$ cat src/rtl/dsp_bus_pkg.sv
// Shared definitions for the DSP code-bus target.
// Contents: address window bases, control register bit positions, the bus
// FSM state type and the opcode word field layout used by the sequencer.
package dsp_bus_pkg;

    // iomem_addr[31:24] values selecting each window
    localparam logic [7:0] CODE_BASE = 8'h60;
    localparam logic [7:0] CTRL_BASE = 8'h62;

    // Control register bit positions
    localparam int CTRL_RUN      = 0;
    localparam int CTRL_AUDIO_WR = 1;

    typedef enum logic [1:0] {
        IDLE   = 2'd0,
        ACCESS = 2'd1,
        ACK    = 2'd2
    } state_t;

    // Opcode word layout: opcode[31:25] offset[24:20] chan[19:16] gain[15:0]
    localparam int OP_GAIN_LSB   = 0;
    localparam int OP_GAIN_W     = 16;
    localparam int OP_CHAN_LSB   = 16;
    localparam int OP_CHAN_W     = 4;
    localparam int OP_OFFSET_LSB = 20;
    localparam int OP_OFFSET_W   = 5;
    localparam int OP_OPCODE_LSB = 25;
    localparam int OP_OPCODE_W   = 7;

    function automatic logic [OP_OPCODE_W-1:0] op_opcode(input logic [31:0] word);
        return word[OP_OPCODE_LSB +: OP_OPCODE_W];
    endfunction

endpackage

$ cat src/rtl/dsp_code_dpram.sv
// Code/coefficient RAM: one byte-enabled write port and two registered read
// ports (bus readback and sequencer fetch). Reads return the word held before
// a same-edge write. Storage is split into four byte-lane arrays so each lane
// has its own write enable.
// Ports:
//   clk, srst        clock, synchronous active-high reset (sequencer output only)
//   we_i, be_i       write enable, byte-lane enables
//   waddr_i, wdata_i write word address and data
//   bus_addr_i       bus read address  -> bus_rdata_o (registered, 0 if BUS_RD_EN=0)
//   seq_addr_i       sequencer address -> seq_rdata_o (registered)
module dsp_code_dpram #(
    parameter int AW        = 5,
    parameter bit BUS_RD_EN = 1'b1
) (
    input  logic          clk,
    input  logic          srst,
    input  logic          we_i,
    input  logic [3:0]    be_i,
    input  logic [AW-1:0] waddr_i,
    input  logic [31:0]   wdata_i,
    input  logic [AW-1:0] bus_addr_i,
    output logic [31:0]   bus_rdata_o,
    input  logic [AW-1:0] seq_addr_i,
    output logic [31:0]   seq_rdata_o
);
    localparam int DEPTH = 1 << AW;

    genvar gi;
    generate
        for (gi = 0; gi < 4; gi++) begin : g_lane
            logic [7:0] mem [DEPTH];
            logic [7:0] seq_q;

            always_ff @(posedge clk) begin
                if (we_i && be_i[gi]) begin
                    mem[waddr_i] <= wdata_i[8*gi +: 8];
                end
                if (srst) begin
                    seq_q <= 8'h00;
                end else begin
                    seq_q <= mem[seq_addr_i];
                end
            end
            assign seq_rdata_o[8*gi +: 8] = seq_q;

            if (BUS_RD_EN) begin : g_bus
                logic [7:0] bus_q;
                always_ff @(posedge clk) begin
                    bus_q <= mem[bus_addr_i];
                end
                assign bus_rdata_o[8*gi +: 8] = bus_q;
            end else begin : g_nobus
                logic unused_bus_addr;
                assign unused_bus_addr = ^bus_addr_i;
                assign bus_rdata_o[8*gi +: 8] = 8'h00;
            end
        end
    endgenerate

endmodule

$ cat src/rtl/dsp_code_bus_target.sv
// iomem target for the DSP block: code RAM window (CODE_BASE) and control
// register window (CTRL_BASE). Each decoded access gets one registered
// one-cycle iomem_ready; the FSM then waits in ACK for valid to drop so a
// held request is never acknowledged twice.
// Optional feature macro: DSP_CODE_READBACK_EN. When defined, bus reads return
// RAM/ctrl contents; otherwise reads are acknowledged but return 0 and the bus
// read port of the RAM is not built.
// Ports:
//   ck, rst                       clock, synchronous active-high reset
//   iomem_valid/ready/wstrb/addr/wdata/rdata   initiator bus (wstrb==0 is a read)
//   code_addr, code_data          sequencer fetch port, 1-cycle registered
//   ctrl                          control register (bit0 run, bit1 audio writes)
module dsp_code_bus_target #(
    parameter int         CODE_AW   = 5,
    parameter logic [7:0] CODE_BASE = dsp_bus_pkg::CODE_BASE,
    parameter logic [7:0] CTRL_BASE = dsp_bus_pkg::CTRL_BASE
) (
    input  logic               ck,
    input  logic               rst,
    input  logic               iomem_valid,
    output logic               iomem_ready,
    input  logic [3:0]         iomem_wstrb,
    input  logic [31:0]        iomem_addr,
    input  logic [31:0]        iomem_wdata,
    output logic [31:0]        iomem_rdata,
    input  logic [CODE_AW-1:0] code_addr,
    output logic [31:0]        code_data,
    output logic [7:0]         ctrl
);
    import dsp_bus_pkg::*;

`ifdef DSP_CODE_READBACK_EN
    localparam bit READBACK = 1'b1;
`else
    localparam bit READBACK = 1'b0;
`endif

    state_t               state_q, state_d;
    logic                 ready_q, ready_d;
    logic                 latch_en;
    logic [CODE_AW-1:0]   widx_q;
    logic [31:0]          wdata_q;
    logic [3:0]           wstrb_q;
    logic                 is_ctrl_q;
    logic                 oor_q;
    logic [7:0]           ctrl_q;
    logic [31:0]          bus_rdata;

    logic code_hit, ctrl_hit, hit, oor;
    logic ram_we, ctrl_we;
    logic unused_addr_bits;

    assign code_hit = (iomem_addr[31:24] == CODE_BASE);
    assign ctrl_hit = (iomem_addr[31:24] == CTRL_BASE);
    assign hit      = iomem_valid && (code_hit || ctrl_hit);
    // Code-window address bits above the RAM depth must be zero
    assign oor      = (iomem_addr[23:CODE_AW+2] != '0);
    assign unused_addr_bits = ^iomem_addr[1:0];

    always_comb begin
        state_d  = state_q;
        ready_d  = 1'b0;
        latch_en = 1'b0;
        case (state_q)
            IDLE: begin
                if (hit) begin
                    latch_en = 1'b1;
                    state_d  = ACCESS;
                end
            end
            ACCESS: begin
                ready_d = 1'b1;
                state_d = ACK;
            end
            ACK: begin
                if (!iomem_valid) begin
                    state_d = IDLE;
                end
            end
            default: state_d = IDLE;
        endcase
    end

    // Writes commit on the edge that leaves ACCESS; reset on that edge drops them.
    assign ram_we  = (state_q == ACCESS) && !is_ctrl_q && !oor_q && !rst;
    assign ctrl_we = (state_q == ACCESS) && is_ctrl_q && wstrb_q[0];

    always_ff @(posedge ck) begin
        if (rst) begin
            state_q   <= IDLE;
            ready_q   <= 1'b0;
            ctrl_q    <= 8'h00;
            widx_q    <= '0;
            wdata_q   <= 32'h0;
            wstrb_q   <= 4'h0;
            is_ctrl_q <= 1'b0;
            oor_q     <= 1'b0;
        end else begin
            state_q <= state_d;
            ready_q <= ready_d;
            if (latch_en) begin
                widx_q    <= iomem_addr[CODE_AW+1:2];
                wdata_q   <= iomem_wdata;
                wstrb_q   <= iomem_wstrb;
                is_ctrl_q <= ctrl_hit;
                oor_q     <= code_hit && oor;
            end
            if (ctrl_we) begin
                ctrl_q <= wdata_q[7:0];
            end
        end
    end

    dsp_code_dpram #(
        .AW        (CODE_AW),
        .BUS_RD_EN (READBACK)
    ) u_ram (
        .clk         (ck),
        .srst        (rst),
        .we_i        (ram_we),
        .be_i        (wstrb_q),
        .waddr_i     (widx_q),
        .wdata_i     (wdata_q),
        .bus_addr_i  (widx_q),
        .bus_rdata_o (bus_rdata),
        .seq_addr_i  (code_addr),
        .seq_rdata_o (code_data)
    );

    // Read data is formed from registered state and only shown with ready.
    // The RAM bus port registers mem[widx_q] on the same edge ready rises.
    always_comb begin
        iomem_rdata = 32'h0;
        if (READBACK && ready_q && (wstrb_q == 4'h0)) begin
            if (is_ctrl_q) begin
                iomem_rdata = {24'h0, ctrl_q};
            end else if (!oor_q) begin
                iomem_rdata = bus_rdata;
            end
        end
    end

    assign iomem_ready = ready_q;
    assign ctrl        = ctrl_q;

endmodule

$ cat config.mk
export PLATFORM = sky130hd
export DESIGN_NAME = dsp_code_bus_target
export DESIGN_NICKNAME = d
export VERILOG_FILES = /design/src/rtl/dsp_bus_pkg.sv /design/src/rtl/dsp_code_dpram.sv /design/src/rtl/dsp_code_bus_target.sv
export SDC_FILE = /design/constraint.sdc
export NUM_CORES = 1
export LEC_CHECK = 0
export ABC_AREA = 1
export BUFFER_PORTS_ARGS = -buffer_cell sky130_fd_sc_hd__buf_2
export CORE_MARGIN = 2
export CORE_UTILIZATION = 55
export DETAILED_ROUTE_END_ITERATION = 8
export PLACE_DENSITY_LB_ADDON = 0.12
export SETUP_SLACK_MARGIN = 0.2
export SYNTH_ARGS = -nofsm -noshare
export SYNTH_HDL_FRONTEND = slang
export SYNTH_HIERARCHICAL = 1
export SYNTH_SLANG_ARGS = --single-unit
$ cat constraint.sdc
create_clock -name ck -period 2.45 [get_ports ck]
set_clock_uncertainty 0.1 [all_clocks]
set_input_delay 0.49 -clock ck [delete_from_list [all_inputs] [get_ports ck]]
set_output_delay 0.49 -clock ck [all_outputs]
set_load 0.05 [all_outputs]
==> run metrics <==
Layout area overhead 16.3%; leakage 0.0190 uW; Final WS setup 0.282 ns; maximum fanout along the worst path 8; Final Cycle Share 88.5%; Root Buffer clkbuf_16; Worst VDD drop 590 uV; post-layout min period 2.17 ns; via count between 30000 and 40000; initial core utilization approximately 55%; Boundary Pins 149; layout cell share with drive strength beyond 1 approximately 15%; CTS tree built; initial antenna violation count 1; final setup fails 0; Clock Sinks around 1100; Design Area, Final 52600 um2; FF-to-FF setup slack 0.28 ns; final hold violation count 0; Antenna Nets Post-Route 0; I/O Buffers 114; average wire per standard cell roughly 21 um; CP endpoint kind register; first-pass GRT wire length 176000 um; post-layout util 64.4%; die width 291 um; CP arrival 2.45 ns; Overall Global Routing Usage 27.7%; CTS clk-pin slew, worst paths 0.06 ns; std cell rows 105; met1 WL 49100 um; CP Data Required Time 2.73 ns; routed wl met3 around 9900 um; Setup TNS Final 0 ns; Clock Latency Late Sink 0.67 ns; # DRC 0; P per Cell Area 745 nW/um2; DP Area 48500 um2; total power 39200 uW; Overflow after GRT 0; Die ar. 84600 um2; critical setup path kind reg2reg; Hold/Removal Path Class in2reg; RSZ-0062 raised after global routing true; Synth Instances 4013; commonest non-fill, non-tap cell in the layout nand2_1; WL met2 around 56000 um; DR top layer met4; fmax approximately 0.46 GHz; pin count of the biggest net entering global routing 77; RePlAce Congestion 0.855; vias in the first global route slightly below 30000; placeable core area 81700 um2; Worst-Margin Slew 0.510 ns; Max-Cap Viols 0; Cell Area, Synth 45200 um2; Via-to-Cell Ratio 5.53; TritonCTS Buffers 110; hpwl dp 71800 um; fillers approximately 6300; startpoint types register; clk buf depth 3; 1st-pass router iterations 6; Final Max Tran Viols 0; most frequent cells in the layout 1311 x nand2_1, 1024 x edfxtp_1, 691 x nand3_1; syn avg cell area 11.3 um2; setup repair bufs after CTS 0; die span in y 291 um; status finished, final reports clean; synth warn 6; Initial DRC Count 3052; H-tree Lvls 3; pre-CTS WS approximately 0.12 ns; WL final 118000 um; Nets 4425; max_slew headroom roughly 66%
## worst max-delay path, cell delays in order (launching register included)
cell and delay [ns]:
dfxtp_1 0.52, inv_1 0.19, nor3_2 0.37, nand2_2 0.28, nor2_1 0.24, buf_6 0.18
## registers in the layout, summed over array words and instances, names as in the netlist
| signal | count |
|---|---|
| ctrl | 8 |
| iomem_ready | 1 |
| is_ctrl_q | 1 |
| u_ram/g_lane.mem | 1024 |
| state_q | 2 |
| widx_q | 5 |
| wdata_q | 32 |
| u_ram/g_lane.seq_q | 32 |
| wstrb_q | 4 |
| oor_q | 1 |
## power breakdown
group	internal [uW]	total [uW]	switching, uW
Combinational	770	2500	1740
Clock	9240	16200	7000
Sequential	20400	20500	21.5
## worst paths after layout
check,start,endpoint,cells after the start
setup / recovery,widx_q[4],u_ram/g_lane[3].mem[31][0],5
hold / removal,iomem_addr[24],is_ctrl_q,6
setup reg to reg,widx_q[4],u_ram/g_lane[3].mem[31][0],5
hold reg to reg,ctrl[7],ctrl[7],2
## what timing repair did
item,CTS,global route
hold endpoints to repair,41,0
hold buffers,41,0
setup endpoints to repair,46,1024
cloned,0,1
pin swaps,0,0
resized for setup,5,73
## layout make-up
type,count,area (um2),area share (%)
timing repair buffer,472,4020,7.64
tap,1070,1340,2.54
multi-input combinational,2629,11200,21.3
sequential,1110,32500,61.7
clock inverter,65,568,1.08
inverter,26,126,0.240
clock buffer,136,2900,5.51
antenna,1,2.50,0.00475
## stage by stage
stage	cells	hold slack, ns
2_1_floorplan	4044	0.340
3_3_place_gp	5265	0.352
3_5_place_dp	5265	0.357
4_1_cts	5507	0.0838
5_1_grt	5508	0.121
6_report	5509	0.122
## per-layer routing
| layer | vias up | global-route usage, % |
|---|---|---|
| met5 | - | 0 |
| met4 | 0 | 8.85 |
| met3 | 214 | 5.33 |
| met2 | 1227 | 44.4 |
| met1 | 14600 | 38.5 |
| li1 | 14400 | - |
Power figures use the tool's default switching activity.
